$ cat src/rtl/fetch_control_pkg.sv
// fetch_control_pkg: shared constants and types for the instruction-fetch control block.
//   RESET_PC  - PC value loaded on reset
//   NOP_INSTR - encoding written into IF/ID on a bubble (sll $0,$0,0)
//   fetchState_e - fetch FSM states (IDLE, FETCH, HOLD, DROP)
//   alignPc   - clears the two low address bits of a redirect target
package fetch_control_pkg;

  typedef logic [31:0] word_t;

  localparam word_t RESET_PC  = 32'h0000_0000;
  localparam word_t NOP_INSTR = 32'h0000_0000;

  typedef enum logic [1:0] {
    StIdle,
    StFetch,
    StHold,
    StDrop
  } fetchState_e;

  function automatic word_t alignPc(input word_t addr);
    return addr & ~32'h0000_0003;
  endfunction

endpackage

$ cat src/rtl/fetch_control_if.sv
// fetch_control_if: bundles the hazard-unit controls, the instruction-memory ready/valid bus,
// the IF/ID pipeline register outputs and the optional hazard statistics.
//   master modport - the fetch_control side (drives imemReq/imemAddr and IF/ID)
//   slave modport  - the environment side (hazard unit, instruction memory, decode)
interface fetch_control_if;
  import fetch_control_pkg::*;

  // Hazard unit
  logic        pcStop;
  logic        ifIdWrite;
  logic        ifIdFlush;
  logic        branchTaken;
  word_t       branchTarget;
  // Instruction memory
  logic        imemReady;
  word_t       imemData;
  logic        imemReq;
  word_t       imemAddr;
  // IF/ID register
  word_t       ifIdInstr;
  word_t       ifIdPc4;
  logic        ifIdValid;
  // Statistics
  logic [15:0] stallCount;
  logic [15:0] flushCount;

  modport master (
    input  pcStop, ifIdWrite, ifIdFlush, branchTaken, branchTarget, imemReady, imemData,
    output imemReq, imemAddr, ifIdInstr, ifIdPc4, ifIdValid, stallCount, flushCount
  );

  modport slave (
    output pcStop, ifIdWrite, ifIdFlush, branchTaken, branchTarget, imemReady, imemData,
    input  imemReq, imemAddr, ifIdInstr, ifIdPc4, ifIdValid, stallCount, flushCount
  );

endinterface

$ cat src/rtl/fetch_control_hazard_stats.sv
// hazard_stats: two saturating 16-bit event counters for stall cycles and inserted bubbles.
// Only built when HAZARD_STATS_EN is defined, so a default build carries no counter flops.
//   clock, reset      - system clock, asynchronous active-high reset
//   stallInc          - count one stall cycle
//   flushInc          - count one bubble caused by a branch or flush
//   stallCount/flushCount - counter values, saturating at 16'hFFFF
`ifdef HAZARD_STATS_EN
module hazard_stats (
  input  logic        clock,
  input  logic        reset,
  input  logic        stallInc,
  input  logic        flushInc,
  output logic [15:0] stallCount,
  output logic [15:0] flushCount
);

  always_ff @(posedge clock or posedge reset) begin
    if (reset) begin
      stallCount <= '0;
      flushCount <= '0;
    end else begin
      if (stallInc && (stallCount != 16'hFFFF)) stallCount <= stallCount + 16'd1;
      if (flushInc && (flushCount != 16'hFFFF)) flushCount <= flushCount + 16'd1;
    end
  end

endmodule
`endif

$ cat src/rtl/fetch_control.sv
// fetch_control: owns the PC, issues ready/valid fetch requests to instruction memory and
// writes the IF/ID register, honouring stall (hold) and flush/branch (bubble) requests.
//   clock, reset - system clock, asynchronous active-high reset
//   bus          - fetch_control_if.master: hazard controls, imem bus, IF/ID outputs, stats
// Optional feature: define HAZARD_STATS_EN to build the stall/flush counters; otherwise
// stallCount and flushCount are driven 0.
module fetch_control
  import fetch_control_pkg::*;
(
  input logic             clock,
  input logic             reset,
  fetch_control_if.master bus
);

  fetchState_e stateQ;
  word_t       pcQ;
  word_t       addrQ;
  logic        reqQ;
  word_t       instrQ;
  word_t       pc4Q;
  logic        validQ;
  word_t       bufInstrQ;
  word_t       bufPc4Q;

  logic  hold;
  word_t pcPlus4;
  word_t target;

  assign hold    = bus.pcStop | ~bus.ifIdWrite;
  assign pcPlus4 = pcQ + 32'd4;
  assign target  = alignPc(bus.branchTarget);

  always_ff @(posedge clock or posedge reset) begin
    if (reset) begin
      stateQ    <= StIdle;
      pcQ       <= RESET_PC;
      addrQ     <= RESET_PC;
      reqQ      <= 1'b0;
      instrQ    <= NOP_INSTR;
      pc4Q      <= '0;
      validQ    <= 1'b0;
      bufInstrQ <= NOP_INSTR;
      bufPc4Q   <= '0;
    end else if (hold) begin
      // PC and IF/ID frozen; only the memory handshake is allowed to progress.
      unique case (stateQ)
        StIdle: begin
          stateQ <= StFetch;
          reqQ   <= 1'b1;
          addrQ  <= pcQ;
        end
        StFetch: begin
          if (bus.imemReady) begin
            bufInstrQ <= bus.imemData;
            bufPc4Q   <= pcPlus4;
            stateQ    <= StHold;
            reqQ      <= 1'b0;
          end
        end
        StHold: begin
        end
        StDrop: begin
          if (bus.imemReady) begin
            stateQ <= StFetch;
            addrQ  <= pcQ;
          end
        end
      endcase
    end else if (bus.branchTaken) begin
      pcQ    <= target;
      instrQ <= NOP_INSTR;
      pc4Q   <= '0;
      validQ <= 1'b0;
      reqQ   <= 1'b1;
      // An outstanding request must still be retired at its original address.
      if (reqQ && !bus.imemReady) begin
        stateQ <= StDrop;
      end else begin
        stateQ <= StFetch;
        addrQ  <= target;
      end
    end else begin
      // Default IF/ID update is a bubble; a delivered instruction overrides it below.
      instrQ <= NOP_INSTR;
      pc4Q   <= '0;
      validQ <= 1'b0;
      unique case (stateQ)
        StIdle: begin
          stateQ <= StFetch;
          reqQ   <= 1'b1;
          addrQ  <= pcQ;
        end
        StFetch: begin
          if (bus.imemReady) begin
            pcQ   <= pcPlus4;
            addrQ <= pcPlus4;
            if (!bus.ifIdFlush) begin
              instrQ <= bus.imemData;
              pc4Q   <= pcPlus4;
              validQ <= 1'b1;
            end
          end
        end
        StHold: begin
          pcQ    <= pcPlus4;
          addrQ  <= pcPlus4;
          reqQ   <= 1'b1;
          stateQ <= StFetch;
          if (!bus.ifIdFlush) begin
            instrQ <= bufInstrQ;
            pc4Q   <= bufPc4Q;
            validQ <= 1'b1;
          end
        end
        StDrop: begin
          if (bus.imemReady) begin
            stateQ <= StFetch;
            addrQ  <= pcQ;
          end
        end
      endcase
    end
  end

  assign bus.imemReq   = reqQ;
  assign bus.imemAddr  = addrQ;
  assign bus.ifIdInstr = instrQ;
  assign bus.ifIdPc4   = pc4Q;
  assign bus.ifIdValid = validQ;

`ifdef HAZARD_STATS_EN
  logic flushEvent;
  assign flushEvent = ~hold & (bus.branchTaken | bus.ifIdFlush);

  hazard_stats uStats (
    .clock      (clock),
    .reset      (reset),
    .stallInc   (hold),
    .flushInc   (flushEvent),
    .stallCount (bus.stallCount),
    .flushCount (bus.flushCount)
  );
`else
  assign bus.stallCount = '0;
  assign bus.flushCount = '0;
`endif

endmodule

$ cat src/flat_wrapper.sv
// flat-port wrapper written by rule: the top's interface ports become plain ports
module fetch_control_flat import fetch_control_pkg::*;
  (clock, reset, bus_pcStop, bus_ifIdWrite, bus_ifIdFlush, bus_branchTaken, bus_branchTarget, bus_imemReady, bus_imemData, bus_imemReq, bus_imemAddr, bus_ifIdInstr, bus_ifIdPc4, bus_ifIdValid, bus_stallCount, bus_flushCount);
  fetch_control_if bus_i ();
  input logic clock;
  input logic reset;
  input wire logic [$bits(bus_i.pcStop)-1:0] bus_pcStop;
  input wire logic [$bits(bus_i.ifIdWrite)-1:0] bus_ifIdWrite;
  input wire logic [$bits(bus_i.ifIdFlush)-1:0] bus_ifIdFlush;
  input wire logic [$bits(bus_i.branchTaken)-1:0] bus_branchTaken;
  input wire logic [$bits(bus_i.branchTarget)-1:0] bus_branchTarget;
  input wire logic [$bits(bus_i.imemReady)-1:0] bus_imemReady;
  input wire logic [$bits(bus_i.imemData)-1:0] bus_imemData;
  output wire logic [$bits(bus_i.imemReq)-1:0] bus_imemReq;
  output wire logic [$bits(bus_i.imemAddr)-1:0] bus_imemAddr;
  output wire logic [$bits(bus_i.ifIdInstr)-1:0] bus_ifIdInstr;
  output wire logic [$bits(bus_i.ifIdPc4)-1:0] bus_ifIdPc4;
  output wire logic [$bits(bus_i.ifIdValid)-1:0] bus_ifIdValid;
  output wire logic [$bits(bus_i.stallCount)-1:0] bus_stallCount;
  output wire logic [$bits(bus_i.flushCount)-1:0] bus_flushCount;
  assign bus_i.pcStop = bus_pcStop;
  assign bus_i.ifIdWrite = bus_ifIdWrite;
  assign bus_i.ifIdFlush = bus_ifIdFlush;
  assign bus_i.branchTaken = bus_branchTaken;
  assign bus_i.branchTarget = bus_branchTarget;
  assign bus_i.imemReady = bus_imemReady;
  assign bus_i.imemData = bus_imemData;
  assign bus_imemReq = bus_i.imemReq;
  assign bus_imemAddr = bus_i.imemAddr;
  assign bus_ifIdInstr = bus_i.ifIdInstr;
  assign bus_ifIdPc4 = bus_i.ifIdPc4;
  assign bus_ifIdValid = bus_i.ifIdValid;
  assign bus_stallCount = bus_i.stallCount;
  assign bus_flushCount = bus_i.flushCount;
  fetch_control u_core (.clock(clock), .reset(reset), .bus(bus_i));
endmodule
$ cat config.mk
export PLATFORM = sky130hd
export DESIGN_NAME = fetch_control_flat
export DESIGN_NICKNAME = d
export VERILOG_FILES = /design/src/rtl/fetch_control_pkg.sv /design/src/rtl/fetch_control_if.sv /design/src/rtl/fetch_control_hazard_stats.sv /design/src/rtl/fetch_control.sv /design/src/flat_wrapper.sv
export SDC_FILE = /design/constraint.sdc
export NUM_CORES = 1
export LEC_CHECK = 0
export CAP_MARGIN = 10
export CORE_MARGIN = 8
export CORE_UTILIZATION = 35
export DETAILED_ROUTE_END_ITERATION = 10
export PLACE_DENSITY = 0.59
export RECOVER_POWER = 100
export REMOVE_ABC_BUFFERS = 1
export SLEW_MARGIN = 20
export SYNTH_ARGS = -nofsm -noshare
export SYNTH_HDL_FRONTEND = slang
export SYNTH_SLANG_ARGS = --single-unit
$ cat constraint.sdc
create_clock -name clock -period 5.99 [get_ports clock]
set_input_delay 0.599 -clock clock [delete_from_list [all_inputs] [get_ports clock]]
set_output_delay 0.599 -clock clock [all_outputs]
set_load 0.1 [all_outputs]
==> flow_metrics.env, run 1 <==
export IMPL_firstDrtPassIters=6
export IMPL_grt_max_degree=91
export IMPL_reg2reg_depth=7
export IMPL_coreArea_sq_um=30400
export IMPL_wire_per_inst_um=21.4
export IMPL_critical_path_class="input pin to register"
export IMPL_dieArea_sq_um=36600
export IMPL_cp_required_ns=6.32
export IMPL_fmax_mhz=223
export IMPL_cts_buffers=17
export IMPL_yosysTopAreaCell="dfrtp_1"
export IMPL_syn_to_final_growth_pct=22.1
export IMPL_die_y_um=191
export IMPL_hold_buffers=0
export IMPL_synth_edf_count=0
export IMPL_period_share_pct=74.9
export IMPL_layout_commonest_cell="dfrtp_1"
export IMPL_cts_tree="built"
export IMPL_use_met2_pct=29.0
export IMPL_yosysWarnings=0
export IMPL_num_antenna_cells=0
export IMPL_grt_pass1_vias=9079
export IMPL_violations="capacitance limit, slew limit"
export IMPL_cts_root_buf="clkbuf_16"
export IMPL_cts_sinks=191
export IMPL_setup_viol=0
export IMPL_crit_path_start_kind="input pin"
export IMPL_grt_met3_usage_pct=3.50
export IMPL_yosys_area_top_type_share_pct=44.5
export IMPL_worstPathCellList="dlygate4sd3_1 > nand2b_4 > clkbuf_1 > a21oi_4 > o21a_1 > a22o_1"
export IMPL_core_rowCount=64
export IMPL_vias=9389
export IMPL_yosys_register_bits=191
export IMPL_holdPathStages=2
export IMPL_yosysUniqueCellTypes=74
export IMPL_min_period_ns=4.49
export IMPL_critPathMaxFanout=50
export IMPL_track_usage_pct=18.9
export IMPL_vdd_ir_drop_worst_v=0.000231
export IMPL_finalNetCount=1313
export IMPL_top_usage_layer="met2"
export IMPL_status="finished with violations"
export IMPL_clock_latency_ns=0.45
export IMPL_drv_slew=142
export IMPL_cts_max_level=4
export IMPL_grt_antenna_before_repair=0
export IMPL_cp_slowest_stage_delay_ns=1.93
export IMPL_cts_resized_gates=0
export IMPL_multiInputGateArea_sq_um=5390
export IMPL_reg2reg_from="u_core.stateQ[0]"
export IMPL_worst_pin_slew_ns=3.65
export IMPL_end_kind="register"
export IMPL_viasPerCell=5.71
export IMPL_drc=0
export IMPL_antenna_left=0
export IMPL_clockBufferDepth=2
export IMPL_final_cell_mix="dfrtp_1 (191), o21ai_0 (142), nand2_1 (123)"
export IMPL_async_reset_ff_share_pct=100
export IMPL_dp_hpwl_um=23100
export IMPL_wl_um=35200
export IMPL_fin_tns_setup_ns=0
export IMPL_drt_iter0_drc=926
export IMPL_hold_class="register to register"
export IMPL_synth_main_ff_cell="dfrtp_1"
export IMPL_p_total_uw=6650
export IMPL_drv_cap=2
export IMPL_met1_usage_pct=26.6
export IMPL_seq_area_frac_synth_pct=44.5
export IMPL_grt_pass1_wl_um=54400
export IMPL_cts_reportedPaths_clkPinSlew_ns=0.08
export IMPL_drive_gt1_share_pct=10.2
export IMPL_cts_setup_buffers=0
export IMPL_power_density_nw_per_um2=507
export IMPL_synth_area_leaders="dfrtp_1 (44%), o21ai_0 (6.5%), mux2_2 (5.6%), a22oi_1 (4.8%), nand2_1 (4.3%)"
export IMPL_initial_core_util_pct=35.3
export IMPL_slew_headroom_pct=-143
export IMPL_fin_skew_ns=0.0125
export IMPL_arrival_ns=4.82
export IMPL_synth_area_sq_um=10700
export IMPL_num_fill_cells=2942
export IMPL_p_leak_uw=0.00538
export IMPL_port_buffers=166
export IMPL_ios=201
export IMPL_overflow=0
export IMPL_min_delay_start="u_core.bus.ifIdInstr[16]"
export IMPL_syn_area_per_cell_sq_um=9.42
export IMPL_critPathSlowestCell="clkbuf_1"
export IMPL_hold_path_endpoint="u_core.bus.ifIdInstr[16]"
export IMPL_die_width_um=191
export IMPL_hold_violations=0
export IMPL_ff_latch_area_sq_um=4780
export IMPL_gp_congestion=0.846
export IMPL_rsz0062_at_grt="false"
export IMPL_synthCells=1141
export IMPL_r2r_end="u_core.bus.ifIdInstr[27]"
export IMPL_reg2reg_slack_ns=1.65
Yosys cell counts (all sizes together), types with 8 or more instances:
cell type  count
buf           75
nand3         29
nand2        123
nor3          14
inv           15
o31ai         10
nor2          44
dfrtp        191
xnor2         18
a31oi         13
mux2i         12
a21o           9
a21oi         57
xor2           8
a22oi         69
mux2          53
nor4          10
nand4         15
clkbuf        64
o211ai        10
o22ai         21
o2bb2ai        9
nand2b        11
o21ai        144
worst max-delay path by stage:
stage                                 from                  endpoint
after floorplan                      reset       u_core.bufInstrQ[0]
after global placement    u_core.stateQ[0]  u_core.bus.ifIdInstr[21]
after detailed placement     bus_imemReady    u_core.bus.ifIdPc4[19]
after CTS                 u_core.stateQ[0]  u_core.bus.ifIdInstr[27]
after global routing                 reset  u_core.bus.ifIdInstr[21]
final                           bus_pcStop            u_core.pcQ[13]
state kept, by name, indices dropped and copies added, names as in the netlist:
register,count
u_core.bufInstrQ,32
u_core.bus.imemReq,1
u_core.bus.ifIdInstr,32
u_core.bufPc4Q,30
u_core.bus.ifIdPc4,31
u_core.stateQ,2
u_core.bus.ifIdValid,1
u_core.bus.imemAddr,32
u_core.pcQ,30
final cells by class:
class,count,share of cell area (%)
clock buffer,17,3.24
sequential,191,36.4
inverter,16,0.458
clock inverter,14,1.52
timing repair buffer,184,13.5
tap,396,3.78
multi-input combinational,826,41.1
kinds of logic (layout without fill, tap and decap cells):
family,after synthesis,count (layout),share of synthesized area [%]
compound gates,416,416,25.0
simple gates,281,281,14.0
flops,191,191,44.5
buf+inv,155,231,7.00
mux,65,65,6.67
xor+xnor,26,26,2.12
fa+ha+maj,6,6,0.699
other cells,1,32,0.0349
routing by layer:
metal,vias to the layer above,wire (um)
met2,396,15900
met1,4620,15900
met5,-,0
li1,4336,-
met3,37,2630
met4,0,760
through the flow:
stage	instance area (sq um)	setup WS, ns	hold WS (ns)	util (%)	instances
floorplan	10200	0.192	0.450	-	1033
global placement	12500	2.51	0.460	41.1	1613
detailed placement	12500	2.49	0.470	41.1	1613
CTS	13100	2.49	0.486	43.2	1644
global route	13100	1.18	0.496	43.1	1644
finish	13100	1.50	0.475	43.1	1644
power by group:
group          leakage (uW)  switching, uW  total [uW]  internal (uW)
clock network      0.000304            555        1230            673
registers           0.00241            459        2180           1720
logic               0.00267           2310        3250            938
critical path: cells and delay by family:
family	cells	cell delay, ns
simple gates	1	0.56
buf+inv	2	2.50
compound gates	3	1.08
No activity file was read; power rests on OpenSTA's default activity.
==> inputs of run 2 (changes only) <==
clock period = 3.9 ns   (was 5.99 ns; I/O delays follow)
==> run 2 against run 1 <==
Design area is 0.15% higher. Clock skew up 0.0051 ns. Clock power is 51% higher. Hold slack improved by 0.00052 ns. Critical path depth is 1 lower. Core utilization grew 0.066 points. The flow still finishes with violations (capacitance limit, slew limit). Global-route usage up 0.29 points. Power increased by 54%.
==> flow_metrics.env, run 2 (same netlist as run 1, synthesis figures left out) <==
export IMPL_status="finished with violations"
export IMPL_violations="capacitance limit, slew limit"
export IMPL_drt_iter0_drc=1027
export IMPL_arrival_ns=3.61
export IMPL_hold_violations=0
export IMPL_firstDrtPassIters=7
export IMPL_fin_skew_ns=0.0176
export IMPL_die_width_um=191
export IMPL_end_kind="register"
export IMPL_port_buffers=166
export IMPL_clock_latency_ns=0.45
export IMPL_worst_pin_slew_ns=2.27
export IMPL_hold_buffers=0
export IMPL_grt_antenna_before_repair=1
export IMPL_grt_pass1_wl_um=55000
export IMPL_p_leak_uw=0.00540
export IMPL_cts_setup_buffers=0
export IMPL_dieArea_sq_um=36600
export IMPL_pwr_share_clk_pct=18.1
export IMPL_grt_max_degree=99
export IMPL_num_antenna_cells=0
export IMPL_power_density_nw_per_um2=780
export IMPL_initial_core_util_pct=35.3
export IMPL_critPathMaxFanout=14
export IMPL_clockBufferDepth=2
export IMPL_cts_buffers=17
export IMPL_die_y_um=191
export IMPL_vias=9471
export IMPL_fmax_mhz=307
export IMPL_switching_share_pct=51.0
export IMPL_rsz0062_at_grt="false"
export IMPL_drive_gt1_share_pct=10.2
export IMPL_fin_area_sq_um=13100
export IMPL_antenna_left=0
export IMPL_cts_sinks=191
export IMPL_cts_max_level=4
export IMPL_viasPerCell=5.68
export IMPL_min_period_ns=3.26
export IMPL_whs_ns=0.476
export IMPL_cp_buffers_inverters=0
export IMPL_wl_um=35700
export IMPL_cp_slowest_stage_delay_ns=1.32
export IMPL_reg2reg_depth=5
export IMPL_critPathTopFamily="simple AND/OR/NAND/NOR gates"
export IMPL_reg2reg_slack_ns=0.64
export IMPL_overflow=0
export IMPL_reg2reg_from="u_core.pcQ[14]"
export IMPL_holdPathStages=2
export IMPL_dp_hpwl_um=24200
export IMPL_cp_depth=5
export IMPL_p_int_uw=5020
export IMPL_p_sw_uw=5230
export IMPL_combPwrFrac_pct=49.2
export IMPL_cts_resized_gates=0
export IMPL_ios=201
export IMPL_cts_reportedPaths_clkPinSlew_ns=0.09
export IMPL_layout_commonest_cell="dfrtp_1"
export IMPL_finalNetCount=1334
export IMPL_period_share_pct=83.6
export IMPL_hold_path_endpoint="u_core.bus.ifIdInstr[8]"
export IMPL_r2r_end="u_core.bufPc4Q[20]"
export IMPL_setup_viol=0
export IMPL_worstPathCellList="nand4_1 > nor4_1 > nand3_1 > xor2_1 > o21ai_0"
export IMPL_drv_cap=1
export IMPL_track_usage_pct=19.2
export IMPL_critPathSlowestCell="nor4_1"
export IMPL_critical_path_class="register to register"
export IMPL_slew_headroom_pct=-51.0
export IMPL_min_delay_start="u_core.bus.ifIdInstr[8]"
export IMPL_drv_slew=99
export IMPL_final_cell_mix="dfrtp_1 (191), o21ai_0 (144), nand2_1 (123)"
export IMPL_cts_tree="built"
export IMPL_seqPwrFrac_pct=32.7
export IMPL_syn_to_final_growth_pct=22.3
export IMPL_place_area_sq_um=12700
export IMPL_crit_path_start_kind="register"
export IMPL_cp_required_ns=4.25
export IMPL_coreArea_sq_um=30400
export IMPL_wire_per_inst_um=21.4
export IMPL_cts_root_buf="clkbuf_16"
export IMPL_grt_pass1_vias=9138
export IMPL_hold_class="register to register"
export IMPL_vdd_ir_drop_worst_v=0.000436
export IMPL_gp_congestion=0.859
export IMPL_core_rowCount=64
export IMPL_drc=0
-- run 2: cell count changes in the layout (fill, tap and decap cells not counted), sizes merged --
cell	delta
clkbuf	+9
dlygate4sd3	+2
clkdlybuf4s50	-2
clkinv	+3
buf	+12
bufinv	-3
inv	+1
-- run 2: stage by stage --
step | instances | total power (uW) | setup TNS, ns | utilization, % | setup slack (ns)
after floorplan | 1033 | 6910 | -403.70 | - | -1.69
after global placement | 1634 | 8460 | 0 | 41.6 | 1.11
after detailed placement | 1634 | 8530 | 0 | 41.6 | 1.06
after CTS | 1666 | 10400 | 0 | 43.7 | 1.09
after global routing | 1666 | 10800 | 0 | 43.2 | 0.485
final | 1666 | 10200 | 0 | 43.2 | 0.638
-- run 2: how the worst max path moves through the flow --
stage                   startpoint                  endpoint
CTS                  u_core.pcQ[2]   u_core.bus.imemAddr[28]
global placement        bus_pcStop   u_core.bus.imemAddr[25]
finish              u_core.pcQ[14]        u_core.bufPc4Q[20]
floorplan                    reset       u_core.bufInstrQ[0]
detailed placement   bus_imemReady  u_core.bus.ifIdInstr[25]
global route        u_core.pcQ[14]   u_core.bus.imemAddr[18]
-- run 2: final cells by class --
| class | instances | area (sq um) |
|---|---|---|
| clock buffer | 17 | 425 |
| clock inverter | 15 | 204 |
| fill | 3023 | 17300 |
| inverter | 16 | 63.8 |
| multi-input combinational | 826 | 5270 |
| sequential | 191 | 4780 |
| tap | 396 | 495 |
| timing repair buffer | 205 | 1900 |
-- run 2: power by group through the flow --
stage          registers (uW)  clock network [uW]  logic [uW]
2_1_floorplan            4740                   0        2180
3_3_place_gp             3350                   0        5110
3_5_place_dp             3380                   0        5150
4_1_cts                  3350                1900        5170
5_1_grt                  3450                1970        5370
6_report                 3350                1860        5040
-- run 2: per-layer routing --
metal  vias up  track usage, %  share of wire (%)  wire length, um
li1       4372               -                  -                -
met1      4638            27.1                 46            16400
met2       405            29.1                 45            15900
met3        54            3.74                7.1             2520
met4         2            6.45                2.3              828
met5         -               0              0.025                9
-- run 2: worst min-delay path, cell delays in order, from the launching register on --
cell,delay [ns]
dfrtp_1,0.35
nand2_1,0.04
o21ai_0,0.05
==> inputs of run 3 (changes only) <==
clock period = 2.86 ns   (was 3.9 ns; I/O delays follow)
==> run 3 against run 2 <==
The flow now finishes without violations. Setup slack lost 0.43 ns. Core utilization shrank 1.4 points. Design area shrank 3.3%. Clock skew is essentially flat. Sequential cell count is the same. Via count grew 0.55%. Maximum frequency grew 23%. Sequential share of layout area grew 1.2 points. Combinational power grew 36%. Count of clock-buffer cells in the layout is the same. Cell count grew 1.1%. Sequential power grew 35%. Critical path type unchanged. Largest cell class unchanged.
==> flow_metrics.env, run 3 (same netlist as run 1, synthesis figures left out) <==
export IMPL_hold_buffers=0
export IMPL_viasPerCell=5.65
export IMPL_holdPathStages=3
export IMPL_status="finished, final reports clean"
export IMPL_reg2reg_slack_ns=0.21
export IMPL_reg2reg_depth=5
export IMPL_wl_um=35800
export IMPL_dp_hpwl_um=25300
export IMPL_fin_skew_ns=0.0174
export IMPL_grt_pass1_vias=8969
export IMPL_p_leak_uw=0.00504
export IMPL_layout_commonest_cell="dfrtp_1"
export IMPL_drive_gt1_share_pct=12.5
export IMPL_period_share_pct=92.6
export IMPL_grt_pass1_wl_um=54600
export IMPL_post_layout_nonfiller_instances=1684
export IMPL_clock_latency_ns=0.45
export IMPL_slew_headroom_pct=10.7
export IMPL_cp_slowest_stage_delay_ns=0.83
export IMPL_final_cell_mix="dfrtp_1 (191), o21ai_0 (142), nand2_1 (123)"
export IMPL_vias=9523
export IMPL_fin_tns_setup_ns=0
export IMPL_dieArea_sq_um=36600
export IMPL_finalNetCount=1353
export IMPL_drt_iter0_drc=829
export IMPL_critPathSlowestCell="nor4_1"
export IMPL_initial_core_util_pct=35.3
export IMPL_cts_tree="built"
export IMPL_firstDrtPassIters=6
export IMPL_wire_per_inst_um=21.3
export IMPL_vdd_ir_drop_worst_v=0.000469
export IMPL_grt_antenna_before_repair=0
export IMPL_fmax_mhz=377
export IMPL_critical_path_class="register to register"
export IMPL_ios=201
export IMPL_rsz0062_at_grt="false"
export IMPL_num_antenna_cells=0
export IMPL_cts_sinks=191
export IMPL_crit_path_start_kind="register"
export IMPL_cp_required_ns=3.20
export IMPL_cts_max_level=4
export IMPL_critPathMaxFanout=16
export IMPL_clockBufferDepth=2
export IMPL_port_buffers=166
export IMPL_min_period_ns=2.65
export IMPL_cts_setup_buffers=0
export IMPL_core_rowCount=64
export IMPL_antenna_left=0
export IMPL_coreArea_sq_um=30400
export IMPL_die_width_um=191
export IMPL_power_density_nw_per_um2=1080
export IMPL_setup_viol=0
export IMPL_grt_max_degree=94
export IMPL_overflow=0
export IMPL_hold_class="input pin to register"
export IMPL_gp_congestion=0.876
export IMPL_end_kind="register"
export IMPL_cts_reportedPaths_clkPinSlew_ns=0.08
export IMPL_cts_root_buf="clkbuf_16"
export IMPL_worstPathCellList="and4_1 > nand4_4 > nor4_1 > a31oi_1 > o22a_1"
export IMPL_drv_cap=0
export IMPL_cts_buffers=17
export IMPL_drc=0
export IMPL_post_place_cells=1653
export IMPL_track_usage_pct=19.1
export IMPL_die_y_um=191
export IMPL_syn_to_final_growth_pct=18.3
export IMPL_cts_resized_gates=0
export IMPL_drv_slew=0
export IMPL_arrival_ns=2.99
export IMPL_hold_violations=0
export IMPL_worst_pin_slew_ns=1.34
-- run 3: cell count changes in the layout (fill, tap and decap cells not counted), moves of 3 or more --
cell | previous run | this run
clkbuf_1 | 11 | 103
clkinv_8 | 6 | 3
buf_4 | 25 | 42
nor4_2 | 0 | 3
clkinv_4 | 1 | 4
clkbuf_2 | 3 | 7
inv_12 | 3 | 0
dlygate4sd3_1 | 101 | 1
-- run 3: where the power goes --
group | internal (uW) | switching (uW)
clock network | 1250 | 1200
registers | 3600 | 911
logic | 1900 | 4930
total | 6750 | 7040
-- run 3: path summary, 6_finish.rpt --
path | startpoint | endpoint
worst max-delay path | u_core.pcQ[9] | u_core.pcQ[29]
worst min-delay path | bus_branchTarget[2] | u_core.pcQ[2]
worst max register to register | u_core.pcQ[9] | u_core.pcQ[29]
worst min register to register | u_core.bus.ifIdPc4[2] | u_core.bus.ifIdPc4[2]
max in group asynchronous | reset | u_core.bus.ifIdInstr[21]
min in group asynchronous | reset | u_core.bus.ifIdPc4[1]
-- run 3: cell type report --
type / instances / area [sq um]
fill: 3074 / 17700
multi-input combinational: 826 / 5310
sequential: 191 / 4780
timing repair buffer: 224 / 1460
tap: 396 / 495
clock buffer: 17 / 425
clock inverter: 14 / 173
inverter: 16 / 63.8
-- run 3: critical path, delay by kind of cell (launching register included) --
| kind | cells | cell delay [ns] |
|---|---|---|
| AND/OR/NAND/NOR | 3 | 1.55 |
| AO/OA/AOI/OAI | 2 | 0.39 |
| flip-flops | 1 | 0.60 |
-- run 3: layer usage --
layer,global-route usage [%],share of wire [%],up-vias
li1,-,-,4413
met4,5.30,2.0,0
met3,4.03,7.3,43
met5,0,0,-
met1,26.9,46,4694
met2,29.1,45,373
-- run 3: metrics by stage --
step | hold WS, ns | setup WS (ns) | total power, uW | area [sq um] | utilization [%]
6_report | 0.446 | 0.211 | 13800 | 12700 | 41.8
5_1_grt | 0.473 | 0.0807 | 14500 | 12700 | 41.8
4_1_cts | 0.289 | 0.417 | 14200 | 13200 | 43.5
3_5_place_dp | 0.472 | 0.360 | 11700 | 12600 | 41.6
3_3_place_gp | 0.462 | 0.371 | 11600 | 12600 | 41.6
2_1_floorplan | 0.437 | -2.62 | 9430 | 10200 | -
